===== src/rtl/uart_rx_fifo.sv =====
// Console UART receiver: 8N1 deframer (8E1 when UART_RX_PARITY_EN is defined)
// feeding a show-ahead byte FIFO with sticky overflow and pulsed error flags.
module uart_rx_fifo #(
    parameter int CLKS_PER_BIT = 434,
    parameter int FIFO_DEPTH   = 8
) (
    input  logic       clk,
    input  logic       rst,
    input  logic       rx_raw,
    input  logic       rd_en,
    input  logic       clr_ovrflw,
    output logic [7:0] rx_data_out,
    output logic       d_valid,
    output logic       overflow,
    output logic       sfe,
    output logic       pe
);

    localparam int CW = $clog2(CLKS_PER_BIT);
    localparam int AW = $clog2(FIFO_DEPTH);
    localparam logic [CW-1:0] HALF_CNT = CW'(CLKS_PER_BIT / 2 - 1);
    localparam logic [CW-1:0] BIT_CNT  = CW'(CLKS_PER_BIT - 1);
    localparam logic [AW:0]   PTR_ONE  = (AW + 1)'(1);

    localparam logic [2:0] S_IDLE      = 3'd0;
    localparam logic [2:0] S_START     = 3'd1;
    localparam logic [2:0] S_DATA      = 3'd2;
`ifdef UART_RX_PARITY_EN
    localparam logic [2:0] S_PARITY    = 3'd3;
`endif
    localparam logic [2:0] S_STOP      = 3'd4;
    localparam logic [2:0] S_WAIT_IDLE = 3'd5;

    logic          rx_meta_q;
    logic          rxs_q;
    logic [1:0]    flush_q;
    logic          armed_q;

    logic [2:0]    state_q, state_d;
    logic [CW-1:0] cnt_q, cnt_d;
    logic [2:0]    bit_q, bit_d;
    logic [7:0]    shift_q, shift_d;
    logic          sfe_q, sfe_d;
    logic          push_req;

`ifdef UART_RX_PARITY_EN
    logic          par_bad_q, par_bad_d;
    logic          pe_q, pe_d;
`endif

    logic [7:0]    mem_q [FIFO_DEPTH];
    logic [AW:0]   wr_ptr_q, wr_ptr_d;
    logic [AW:0]   rd_ptr_q, rd_ptr_d;
    logic          ovf_q, ovf_d;
    logic          empty, full, pop, push;

    // armed_q waits for a genuine high on the line after reset, so a line
    // already low at release is not mistaken for a start bit.
    always_ff @(posedge clk or posedge rst) begin
        if (rst) begin
            rx_meta_q <= 1'b1;
            rxs_q     <= 1'b1;
            flush_q   <= 2'b00;
            armed_q   <= 1'b0;
        end else begin
            rx_meta_q <= rx_raw;
            rxs_q     <= rx_meta_q;
            flush_q   <= {flush_q[0], 1'b1};
            if (flush_q[1] && rxs_q) armed_q <= 1'b1;
        end
    end

    always_comb begin
        state_d  = state_q;
        cnt_d    = cnt_q;
        bit_d    = bit_q;
        shift_d  = shift_q;
        sfe_d    = 1'b0;
        push_req = 1'b0;
`ifdef UART_RX_PARITY_EN
        par_bad_d = par_bad_q;
        pe_d      = 1'b0;
`endif
        case (state_q)
            S_IDLE: begin
                if (armed_q && !rxs_q) begin
                    state_d = S_START;
                    cnt_d   = HALF_CNT;
                end
            end
            S_START: begin
                if (cnt_q != '0) begin
                    cnt_d = cnt_q - CW'(1);
                end else if (rxs_q) begin
                    state_d = S_IDLE;
                end else begin
                    state_d = S_DATA;
                    cnt_d   = BIT_CNT;
                    bit_d   = 3'd0;
`ifdef UART_RX_PARITY_EN
                    par_bad_d = 1'b0;
`endif
                end
            end
            S_DATA: begin
                if (cnt_q != '0) begin
                    cnt_d = cnt_q - CW'(1);
                end else begin
                    shift_d = {rxs_q, shift_q[7:1]};
                    cnt_d   = BIT_CNT;
                    bit_d   = bit_q + 3'd1;
                    if (bit_q == 3'd7) begin
`ifdef UART_RX_PARITY_EN
                        state_d = S_PARITY;
`else
                        state_d = S_STOP;
`endif
                    end
                end
            end
`ifdef UART_RX_PARITY_EN
            S_PARITY: begin
                if (cnt_q != '0) begin
                    cnt_d = cnt_q - CW'(1);
                end else begin
                    cnt_d   = BIT_CNT;
                    state_d = S_STOP;
                    if (^{shift_q, rxs_q}) begin
                        par_bad_d = 1'b1;
                        pe_d      = 1'b1;
                    end
                end
            end
`endif
            S_STOP: begin
                if (cnt_q != '0) begin
                    cnt_d = cnt_q - CW'(1);
                end else if (rxs_q) begin
                    state_d = S_IDLE;
`ifdef UART_RX_PARITY_EN
                    push_req = !par_bad_q;
`else
                    push_req = 1'b1;
`endif
                end else begin
                    state_d = S_WAIT_IDLE;
                    sfe_d   = 1'b1;
                end
            end
            S_WAIT_IDLE: begin
                if (rxs_q) state_d = S_IDLE;
            end
            default: state_d = S_IDLE;
        endcase
    end

    always_ff @(posedge clk or posedge rst) begin
        if (rst) begin
            state_q <= S_IDLE;
            cnt_q   <= '0;
            bit_q   <= 3'd0;
            shift_q <= 8'h00;
            sfe_q   <= 1'b0;
        end else begin
            state_q <= state_d;
            cnt_q   <= cnt_d;
            bit_q   <= bit_d;
            shift_q <= shift_d;
            sfe_q   <= sfe_d;
        end
    end

`ifdef UART_RX_PARITY_EN
    always_ff @(posedge clk or posedge rst) begin
        if (rst) begin
            par_bad_q <= 1'b0;
            pe_q      <= 1'b0;
        end else begin
            par_bad_q <= par_bad_d;
            pe_q      <= pe_d;
        end
    end
    assign pe = pe_q;
`else
    assign pe = 1'b0;
`endif

    // A pop in the same cycle frees the slot, so a push into a full FIFO
    // is accepted when rd_en drains the head.
    assign empty = (wr_ptr_q == rd_ptr_q);
    assign full  = (wr_ptr_q[AW] != rd_ptr_q[AW]) &&
                   (wr_ptr_q[AW-1:0] == rd_ptr_q[AW-1:0]);
    assign pop   = rd_en && !empty;
    assign push  = push_req && (!full || pop);

    always_comb begin
        wr_ptr_d = wr_ptr_q;
        rd_ptr_d = rd_ptr_q;
        ovf_d    = ovf_q;
        if (push) wr_ptr_d = wr_ptr_q + PTR_ONE;
        if (pop)  rd_ptr_d = rd_ptr_q + PTR_ONE;
        if (push_req && !push) begin
            ovf_d = 1'b1;
        end else if (clr_ovrflw) begin
            ovf_d = 1'b0;
        end
    end

    always_ff @(posedge clk or posedge rst) begin
        if (rst) begin
            wr_ptr_q <= '0;
            rd_ptr_q <= '0;
            ovf_q    <= 1'b0;
        end else begin
            wr_ptr_q <= wr_ptr_d;
            rd_ptr_q <= rd_ptr_d;
            ovf_q    <= ovf_d;
        end
    end

    always_ff @(posedge clk) begin
        if (push) mem_q[wr_ptr_q[AW-1:0]] <= shift_q;
    end

    assign rx_data_out = empty ? 8'h00 : mem_q[rd_ptr_q[AW-1:0]];
    assign d_valid     = !empty;
    assign overflow    = ovf_q;
    assign sfe         = sfe_q;

endmodule


===== config.mk =====
export PLATFORM = sky130hd
export DESIGN_NAME = uart_rx_fifo
export DESIGN_NICKNAME = d
export VERILOG_FILES = /design/src/rtl/uart_rx_fifo.sv
export SDC_FILE = /design/constraint.sdc
export NUM_CORES = 1
export LEC_CHECK = 0
export CORE_MARGIN = 10
export CORE_UTILIZATION = 51
export CTS_CLUSTER_DIAMETER = 100
export DETAILED_ROUTE_END_ITERATION = 7
export PLACE_DENSITY = 0.81
export SLEW_MARGIN = 30
export SYNTH_ARGS = -nofsm -noshare
export SYNTH_HDL_FRONTEND = slang
export SYNTH_SLANG_ARGS = --single-unit

===== constraint.sdc =====
create_clock -name clk -period 3.8 [get_ports clk]
set_input_delay 0.57 -clock clk [delete_from_list [all_inputs] [get_ports clk]]
set_output_delay 0.57 -clock clk [all_outputs]
set_load 0.1 [all_outputs]

Yosys cells after proc, flatten, opt, wreduce, memory -nomap -nowiden
Memories as Yosys holds them, arrays and structs flattened.
Index checks and enable logic that the tools add are counted.
{"block": "word_totals", "in_bits": 5, "out_inout_bits": 12, "elab_cells": 85, "n_memories": 1, "reg_bits": 38, "romBits": 0, "mem_bits_rw": 64, "latch_bits": 0}
{"block": "classes", "eq_ne": 17, "add_sub_neg": 4, "div_mod_pow": 0, "magnitude_cmp": 0, "reduce_logical": 20, "shifts": 0, "mul": 0, "bitwise_logic": 1, "n_mux": 30}
{"memory": "mem_q", "words": 8, "word_bits": 8, "rd": 1, "rd_clocked_by_memory_dff": 0, "write_ports": 1, "line_no": "51", "source": "logic [7:0] mem_q [FIFO_DEPTH];"}
{"operator": "9-bit two-way mux", "count": 5}
{"operator": "9-bit case mux with 4 select lines", "count": 1}
{"operator": "3-bit two-way mux", "count": 10}
{"operator": "2-bit inequality test (second input constant)", "count": 8}
{"operator": "3-bit case mux with 5 select lines", "count": 1}
{"operator": "1-bit two-way mux", "count": 10}
{"operator": "3-bit equality test (second input constant)", "count": 3}
{"operator": "9-bit nonzero test", "count": 1}
{"operator": "9-bit by 1-bit subtractor with 9-bit output (second input constant)", "count": 1}
{"operator": "4-bit by 1-bit adder with 4-bit output (second input constant)", "count": 2}
{"operator": "8-bit two-way mux", "count": 1}
{"operator": "4-bit AND reduction", "count": 2}
{"operator": "1-bit logical AND", "count": 6}
{"operator": "3-bit case mux with 2 select lines", "count": 1}
{"operator": "6-bit AND reduction", "count": 1}
{"operator": "4-bit equality test", "count": 1}
{"operator": "1-bit zero test", "count": 4}
{"operator": "2-bit nonzero test", "count": 2}
{"operator": "4-bit nonzero test", "count": 1}
{"operator": "3-bit by 1-bit adder with 3-bit output (second input constant)", "count": 1}
{"operator": "3-bit by 1-bit equality test with 1-bit output (second input constant)", "count": 1}
{"operator": "3-bit by 2-bit equality test with 1-bit output (second input constant)", "count": 1}
{"operator": "3-bit equality test", "count": 1}
{"operator": "3-bit zero test", "count": 1}
{"operator": "6 further kinds", "count": 6}

Logic depth before layout (Yosys ltp)
Gate-level depths: netlist of run 1.
{"block": "depth", "depth_word": 8, "ltp_mapped": 6, "mapped_depth_nobuf": 6}

Worst setup path before layout of run 1
Ideal clock, no wire load.
{"block": "synth_timing", "kind": "register to output", "startpoint": "register rd_ptr_q[1]", "endpoint": "output rx_data_out[0]", "required_ns": 3.230, "setup_slack_ns": 0.648, "stages_incl_launch_ff": 6, "n_path_buf": 2, "arrival_time_ns": 2.582, "cell_sequence": "dfrtp_1 > clkbuf_1 > clkbuf_1 > mux4_2 > mux2i_1 > nor2_1"}
{"block": "synth_between", "elab_chain_len": 2, "elab_cells_between_ends": 3, "classes_between": "eq/ne (1); mux (1); memory (1)"}
{"element": "from (decl)", "line_no": "53", "source": "logic [AW:0] rd_ptr_q, rd_ptr_d;"}
{"element": "from (signal assigned)", "line_no": "216", "source": "rd_ptr_q <= rd_ptr_d;"}
{"element": "memory read 8 x 8 bit / 4-bit equality test (equally long branches)"}
{"element": "8-bit two-way mux (*)", "line_no": "225", "source": "assign rx_data_out = empty ? 8'h00 : mem_q[rd_ptr_q[AW-1:0]];"}
{"element": "to (decl)", "line_no": "12", "source": "output logic [7:0] rx_data_out,"}
Mark *: on every way between the ends. The rest lies on a longest branch, timed or not.

Worst setup path in the final report of run 1
{"block": "layout_timing", "startpoint": "register rd_ptr_q[0]", "endpoint": "output rx_data_out[3]"}
Same word-level chain as after synthesis.

==> flow_metrics.py, run 1 <==
metrics = {
    "clock_network": {
        "numCtsBuffers": 9,
        "clk_latency_ns": 0.37,
        "postCtsHoldBufs": 0,
        "clkSinkCount": 102,
        "htree_levels": 3,
        "cts_resized": 0,
        "cts_tree": "built",
        "cts_root_buffer": "clkbuf_8",
        "path_clk_slew_ns": 0.10,
        "clockBufferDepth": 2,
        "post_cts_buffers": 0,
    },
    "placement": {
        "port_buffers": 15,
        "gp_congestion": 0.884,
        "place_area_um2": 4750,
        "dp_hpwl_mm": 5.92,
        "place_inst": 413,
    },
    "floorplan": {
        "core-area_um2": 8640,
        "dieArea_um2": 13000,
        "die_x_um": 114,
        "num_rows": 34,
        "initial_utilization": 0.521,
        "num_io_pins": 17,
        "dieHeight_um": 114,
    },
    "logic_synthesis": {
        "syn_area_um2": 4500,
        "yosysWarnings": 0,
        "synthCells": 299,
        "synth_top_family_by_area": "multiplexers",
        "yosysSeqAreaShare": 0.639,
        "synth-adder-area-share": 0.0139,
        "synth-edff-count": 64,
        "synth_mux_area_frac": 0.128,
        "synthArstFlopShare": 0.373,
        "synth_cell_type_count": 56,
        "yosys_most_used_dff": "edfxtp_1",
        "synth_fp_nets": 309,
        "ys_ff_latch": 102,
        "synthXorXnorAreaFrac": 0.0234,
        "avgSynthCellArea_um2": 15.1,
        "synth_compound_area_frac": 0.0795,
        "synth_simple_gate_area_share": 0.0909,
    },
    "critical_path": {
        "path_class": "flip-flop to primary output",
        "cp_common_cell": "buf_4",
        "path_max_fanout": 12,
        "cp-end-kind": "primary output",
        "start_kind": "flip-flop",
        "crit_slowest_cell": "dfrtp_1",
        "arrival_ns": 2.49,
        "cpPeakStageDelay_ns": 0.76,
        "cp.required_ns": 3.23,
        "worstPathCellList": "buf_4 > mux4_2 > mux2i_1 > nor2_1 > buf_4",
    },
    "pwr": {
        "peakVddDrop_uv": 432,
        "cellPowerDensity_nw_per_um2": 691,
        "p_sw_w": 0.00145,
        "switching_share": 0.425,
        "leakage_nw": 1.78,
        "clkPwrFrac": 0.187,
        "p_seq_frac": 0.415,
        "p_int_w": 0.00196,
        "p_comb_frac": 0.398,
    },
    "timing": {
        "relSlewSlack": 0.342,
        "min_period_over_period": 0.805,
        "fin_skew_ns": 0.0129,
        "drv_slew": 0,
        "fin_tns_setup_ns": 0,
        "setup_viol": 0,
        "final-hold-violation-count": 0,
        "tightest_slew_ns": 0.984,
        "period_needed_ns": 3.06,
        "rsz0062_at_grt": "no",
        "clock.fmax_mhz": 327,
        "whs_ns": 0.359,
    },
    "routing": {
        "drc": 0,
        "vias": 2567,
        "viasPerCell": 5.98,
        "wire_per_inst_um": 19.5,
        "drtAntennaViolNets": 0,
        "drtIter0Drc": 101,
        "totalWireLength_mm": 8.37,
        "dr.pass1.iters": 5,
    },
    "global_routing": {
        "gr-usage-met3": 0.0367,
        "top_usage_layer": "met2",
        "met1_usage": 0.176,
        "grt_use_total": 0.136,
        "grt_pass1_vias": 2675,
        "grt_max_degree": 21,
        "grt_remaining_overflow": 0,
        "antenna_found_initial": 0,
        "grt_pass1_wl_mm": 14.1,
        "use_met2": 0.216,
    },
    "run": {
        "cap_viol_max_count": 0,
    },
    "hold_path": {
        "hold_path.class": "flip-flop to flip-flop",
    },
    "layout": {
        "drive_gt1_frac": 0.212,
        "fin_area_um2": 4940,
        "antenna_cells": 0,
        "final_cells": 429,
        "syn_to_final_growth_pct": 9.67,
        "final_nets": 326,
    },
    "run_status": {
        "status": "finished clean",
    },
}
synth_stat cells, types with 5 or more instances:
cell type  instances  area, um^2
clkbuf_1          10        37.5
dfrtp_1           36         901
edfxtp_1          64        1920
ha_1               5        62.6
inv_1             13        48.8
mux2_2            11         124
mux2i_1            8        80.1
mux4_2            16         360
nand2_1            5        18.8
nor2_1            21        78.8
nor3_1            10        50.1
o21ai_0            8        40.0
xor2_1             8        70.1
power by group through the flow:
stage | Clock, W | Combinational (W) | Sequential [W]
after global placement | 0 | 0.00134 | 0.00143
after global routing | 0.000708 | 0.00144 | 0.00144
after floorplan | 0 | 0.00120 | 0.00132
after CTS | 0.000655 | 0.00137 | 0.00142
after detailed placement | 0 | 0.00137 | 0.00144
final | 0.000637 | 0.00136 | 0.00142
layout make-up:
class,instances,area (um^2)
Clock buffer,9,124
Clock inverter,7,63.8
Fill cell,663,3700
Inverter,13,48.8
Multi-Input combinational cell,170,1520
Sequential cell,102,2880
Tap cell,108,135
Timing Repair Buffer,20,165
sequential cells by signal, summed over array words and instances (netlist names):
| register | flops |
|---|---|
| sfe | 1 |
| armed_q | 1 |
| wr_ptr_q | 4 |
| rd_ptr_q | 4 |
| flush_q | 2 |
| bit_q | 3 |
| cnt_q | 9 |
| rxs_q | 1 |
| state_q | 3 |
| overflow | 1 |
| mem_q | 64 |
| shift_q | 8 |
| rx_meta_q | 1 |
metrics by stage:
| step | total power (W) | util | setup slack [ns] |
|---|---|---|---|
| after global routing | 0.00359 | 0.572 | 0.531 |
| after detailed placement | 0.00281 | 0.550 | 0.823 |
| final | 0.00341 | 0.572 | 0.739 |
| after floorplan | 0.00252 | - | 0.648 |
| after global placement | 0.00278 | 0.550 | 0.950 |
| after CTS | 0.00345 | 0.572 | 0.642 |
worst max-delay path: cells and delay by family, from the launching register on:
family	cells	cell delay, ns
and+or+nand+nor	1	0.08
muxes	2	0.70
buffers and inverters	2	0.57
DFF	1	0.76
metal layers:
metal / vias up / part of all wire
met3: 17 / 0.069
li1: 1186 / -
met1: 1270 / 0.42
met2: 94 / 0.49
met4: 0 / 0.020
met5: - / 0
placed cells by master (no fill, tap or decap), types with 3 or more instances in the layout:
master and n:
clkdlybuf4s50_1 6, clkbuf_8 9, xnor2_1 4, buf_4 14
and4b_1 4, mux4_2 16, a21oi_1 4, inv_1 13
nor3_1 10, mux2_2 11, xor2_1 8, edfxtp_1 64
dfrtp_1 36, o221ai_1 4, ha_1 5, or3_1 4
a221oi_1 3, o21ai_0 8, nand2_1 5, o31ai_1 3
a211oi_1 3, nand3_1 3, inv_8 3, nor2_1 21
nand2b_1 4, mux2i_1 8, nor2b_1 3
cells by family after synthesis:
kind of cell / after synthesis
DFF: 102
and+or+nand+nor: 70
AOI/OAI and AO/OA: 45
muxes: 36
buffers and inverters: 27
xor gates and xnor gates: 12
adders and majority gates: 5
other: 2
worst paths after layout:
| kind | depth (start not counted) | start | slack [ns] | endpoint |
|---|---|---|---|---|
| max | 5 | rd_ptr_q[0] | 0.74 | rx_data_out[3] |
| min reg2reg | 0 | flush_q[0] | 0.36 | flush_q[1] |
| max in group asynchronous | 3 | rst | 2.38 | rxs_q |
| max reg2reg | 6 | cnt_q[0] | 0.82 | mem_q[1][7] |
| min | 0 | flush_q[0] | 0.36 | flush_q[1] |
| min in group asynchronous | 2 | rst | 0.61 | rd_ptr_q[2] |
Power figures use the tool's default switching activity.
==> run 2, diff against run 1 <==
==> constraint.sdc (replaced) <==
create_clock -name clk -period 3.08 [get_ports clk]
set_input_delay 0.462 -clock clk [delete_from_list [all_inputs] [get_ports clk]]
set_output_delay 0.462 -clock clk [all_outputs]
set_load 0.1 [all_outputs]
==> run 2 against run 1 <==
Total power rose by 33%. Clock skew rose by 0.0034 ns. Count of clock-buffer cells in the layout rose by 1. Clock power rose by 21%. Core utilization rose by 2.1 points. First-iteration DRC count rose by 45%. Final cell count rose by 2.3%. Register-to-register slack got worse by 0.69 ns. Via count rose by 4.0%. Flip-flop and latch count did not move. Sequential power rose by 15%. Non-clock buffer count rose by 10. Highest routed layer unchanged.
==> flow_metrics.py, run 2 (synthesis results as in run 1) <==
metrics = {
    "floorplan": {
        "num_io_pins": 17,
        "initial_utilization": 0.521,
        "die_x_um": 114,
        "dieArea_um2": 13000,
        "dieHeight_um": 114,
        "core-area_um2": 8640,
        "num_rows": 34,
    },
    "pwr": {
        "power.total_w": 0.00452,
        "leakage_nw": 1.87,
        "cellPowerDensity_nw_per_um2": 884,
        "peakVddDrop_uv": 620,
    },
    "timing": {
        "tightest_slew_ns": 0.551,
        "clock.fmax_mhz": 339,
        "drv_slew": 0,
        "fin_tns_setup_ns": 0,
        "setup_viol": 0,
        "final-hold-violation-count": 0,
        "period_needed_ns": 2.95,
        "fin_skew_ns": 0.0164,
        "finalWorstSetupSlack_ns": 0.132,
        "whs_ns": 0.358,
        "rsz0062_at_grt": "no",
        "relSlewSlack": 0.630,
        "min_period_over_period": 0.957,
    },
    "routing": {
        "dr.pass1.iters": 4,
        "totalWireLength_mm": 8.63,
        "vias": 2669,
        "drtIter0Drc": 146,
        "viasPerCell": 6.08,
        "drc": 0,
        "wire_per_inst_um": 19.7,
        "drtAntennaViolNets": 0,
    },
    "critical_path": {
        "start_kind": "flip-flop",
        "cp-end-kind": "flip-flop",
        "path_class": "flip-flop to flip-flop",
        "arrival_ns": 2.97,
        "cp.required_ns": 3.11,
        "path_max_fanout": 9,
    },
    "run": {
        "cap_viol_max_count": 0,
    },
    "clock_network": {
        "htree_levels": 3,
        "clkSinkCount": 102,
        "path_clk_slew_ns": 0.09,
        "clk_latency_ns": 0.37,
        "postCtsHoldBufs": 0,
        "clockBufferDepth": 2,
        "numCtsBuffers": 9,
        "cts_tree": "built",
        "cts_root_buffer": "clkbuf_8",
    },
    "placement": {
        "place_area_um2": 4930,
        "gp_congestion": 0.879,
        "place_ws_ns": 0.130,
        "port_buffers": 15,
        "dp_hpwl_mm": 6.02,
    },
    "layout": {
        "final_common_cell": "edfxtp_1",
        "fin_area_um2": 5110,
        "drive_gt1_frac": 0.251,
        "final_cell_mix": "edfxtp_1 (64), dfrtp_1 (36), nor2_1 (21)",
        "syn_to_final_growth_pct": 13.7,
        "antenna_cells": 0,
        "final_nets": 336,
        "fillCellCount": 638,
        "largest_reg_flops": 64,
    },
    "global_routing": {
        "grt_remaining_overflow": 0,
        "antenna_found_initial": 0,
        "grt_pass1_vias": 2626,
        "grt_pass1_wl_mm": 14.2,
        "grt_use_total": 0.140,
        "grt_max_degree": 39,
    },
    "hold_path": {
        "hold_path.class": "flip-flop to flip-flop",
    },
    "run_status": {
        "status": "finished clean",
    },
}
## run 2: cell types whose count changed in the layout (fill, tap and decap cells not counted), sizes merged
cell | previous run | this run
inv | 17 | 16
buf | 14 | 26
clkinvlp | 0 | 2
clkdlybuf4s50 | 6 | 4
clkinv | 3 | 1
clkbuf | 9 | 10
## run 2: final cells by class
class | instances | area, um^2 | share of cell area
Tap cell | 108 | 135 | 0.0264
Timing Repair Buffer | 30 | 348 | 0.0680
Clock inverter | 6 | 52.6 | 0.0103
Inverter | 13 | 48.8 | 0.00954
Sequential cell | 102 | 2880 | 0.562
Clock buffer | 10 | 128 | 0.0250
Multi-Input combinational cell | 170 | 1530 | 0.299
## run 2: repair_timing
action / in CTS / in global routing
endpoints found under the setup margin: 0 / 20
buffers inserted: 0 / 0
gates resized for setup: 0 / 3
## run 2: per-stage QoR
| stage | std cells | utilization |
|---|---|---|
| 2_1_floorplan | 299 | - |
| 3_3_place_gp | 423 | 0.571 |
| 3_5_place_dp | 423 | 0.571 |
| 4_1_cts | 439 | 0.592 |
| 5_1_grt | 439 | 0.592 |
| 6_report | 439 | 0.592 |
## run 2: final timing paths
check                           depth (start not counted)     endpoint  slack [ns]        from
worst max-delay path                                    6  mem_q[2][0]        0.13    cnt_q[0]
worst min-delay path                                    0   flush_q[1]        0.36  flush_q[0]
worst max register to register                          6  mem_q[2][0]        0.13    cnt_q[0]
worst min register to register                          0   flush_q[1]        0.36  flush_q[0]
max in group asynchronous                               3        rxs_q        2.21         rst
min in group asynchronous                               3  rd_ptr_q[1]        0.50         rst
## run 2: routing by layer
layer | wire (um) | part of all wire | vias to the layer above | GRT usage
met4 | 105 | 0.012 | 0 | 0.0401
met1 | 3580 | 0.42 | 1352 | 0.171
met2 | 4410 | 0.51 | 89 | 0.233
li1 | - | - | 1216 | -
met5 | 0 | 0 | - | 0
met3 | 532 | 0.062 | 12 | 0.0420
## run 2: critical path: stages (launching register included)
cell	delay [ns]
dfrtp_1	0.42
inv_1	0.08
ha_1	0.21
or4b_4	0.52
or4_4	0.54
a21oi_2	0.35
and4b_1	0.49
## run 2: where the power goes
| group | switching [W] | leakage (nW) | internal [W] | total, W |
|---|---|---|---|---|
| clock network | 0.000464 | 0.0854 | 0.000307 | 0.000771 |
| registers | 0.0000961 | 1.05 | 0.00153 | 0.00163 |
| logic | 0.00128 | 0.738 | 0.000836 | 0.00212 |
| total | 0.00184 | 1.87 | 0.00268 | 0.00452 |
==> run 3, diff against run 2 <==
--- a/config.mk
+++ b/config.mk
@@ -14,3 +14,4 @@
 export SYNTH_ARGS = -nofsm -noshare
 export SYNTH_HDL_FRONTEND = slang
 export SYNTH_SLANG_ARGS = --single-unit
+export TNS_END_PERCENT = 5
==> results of run 3 <==
No change in the layout: final DEF, timing and power equal those of run 2.
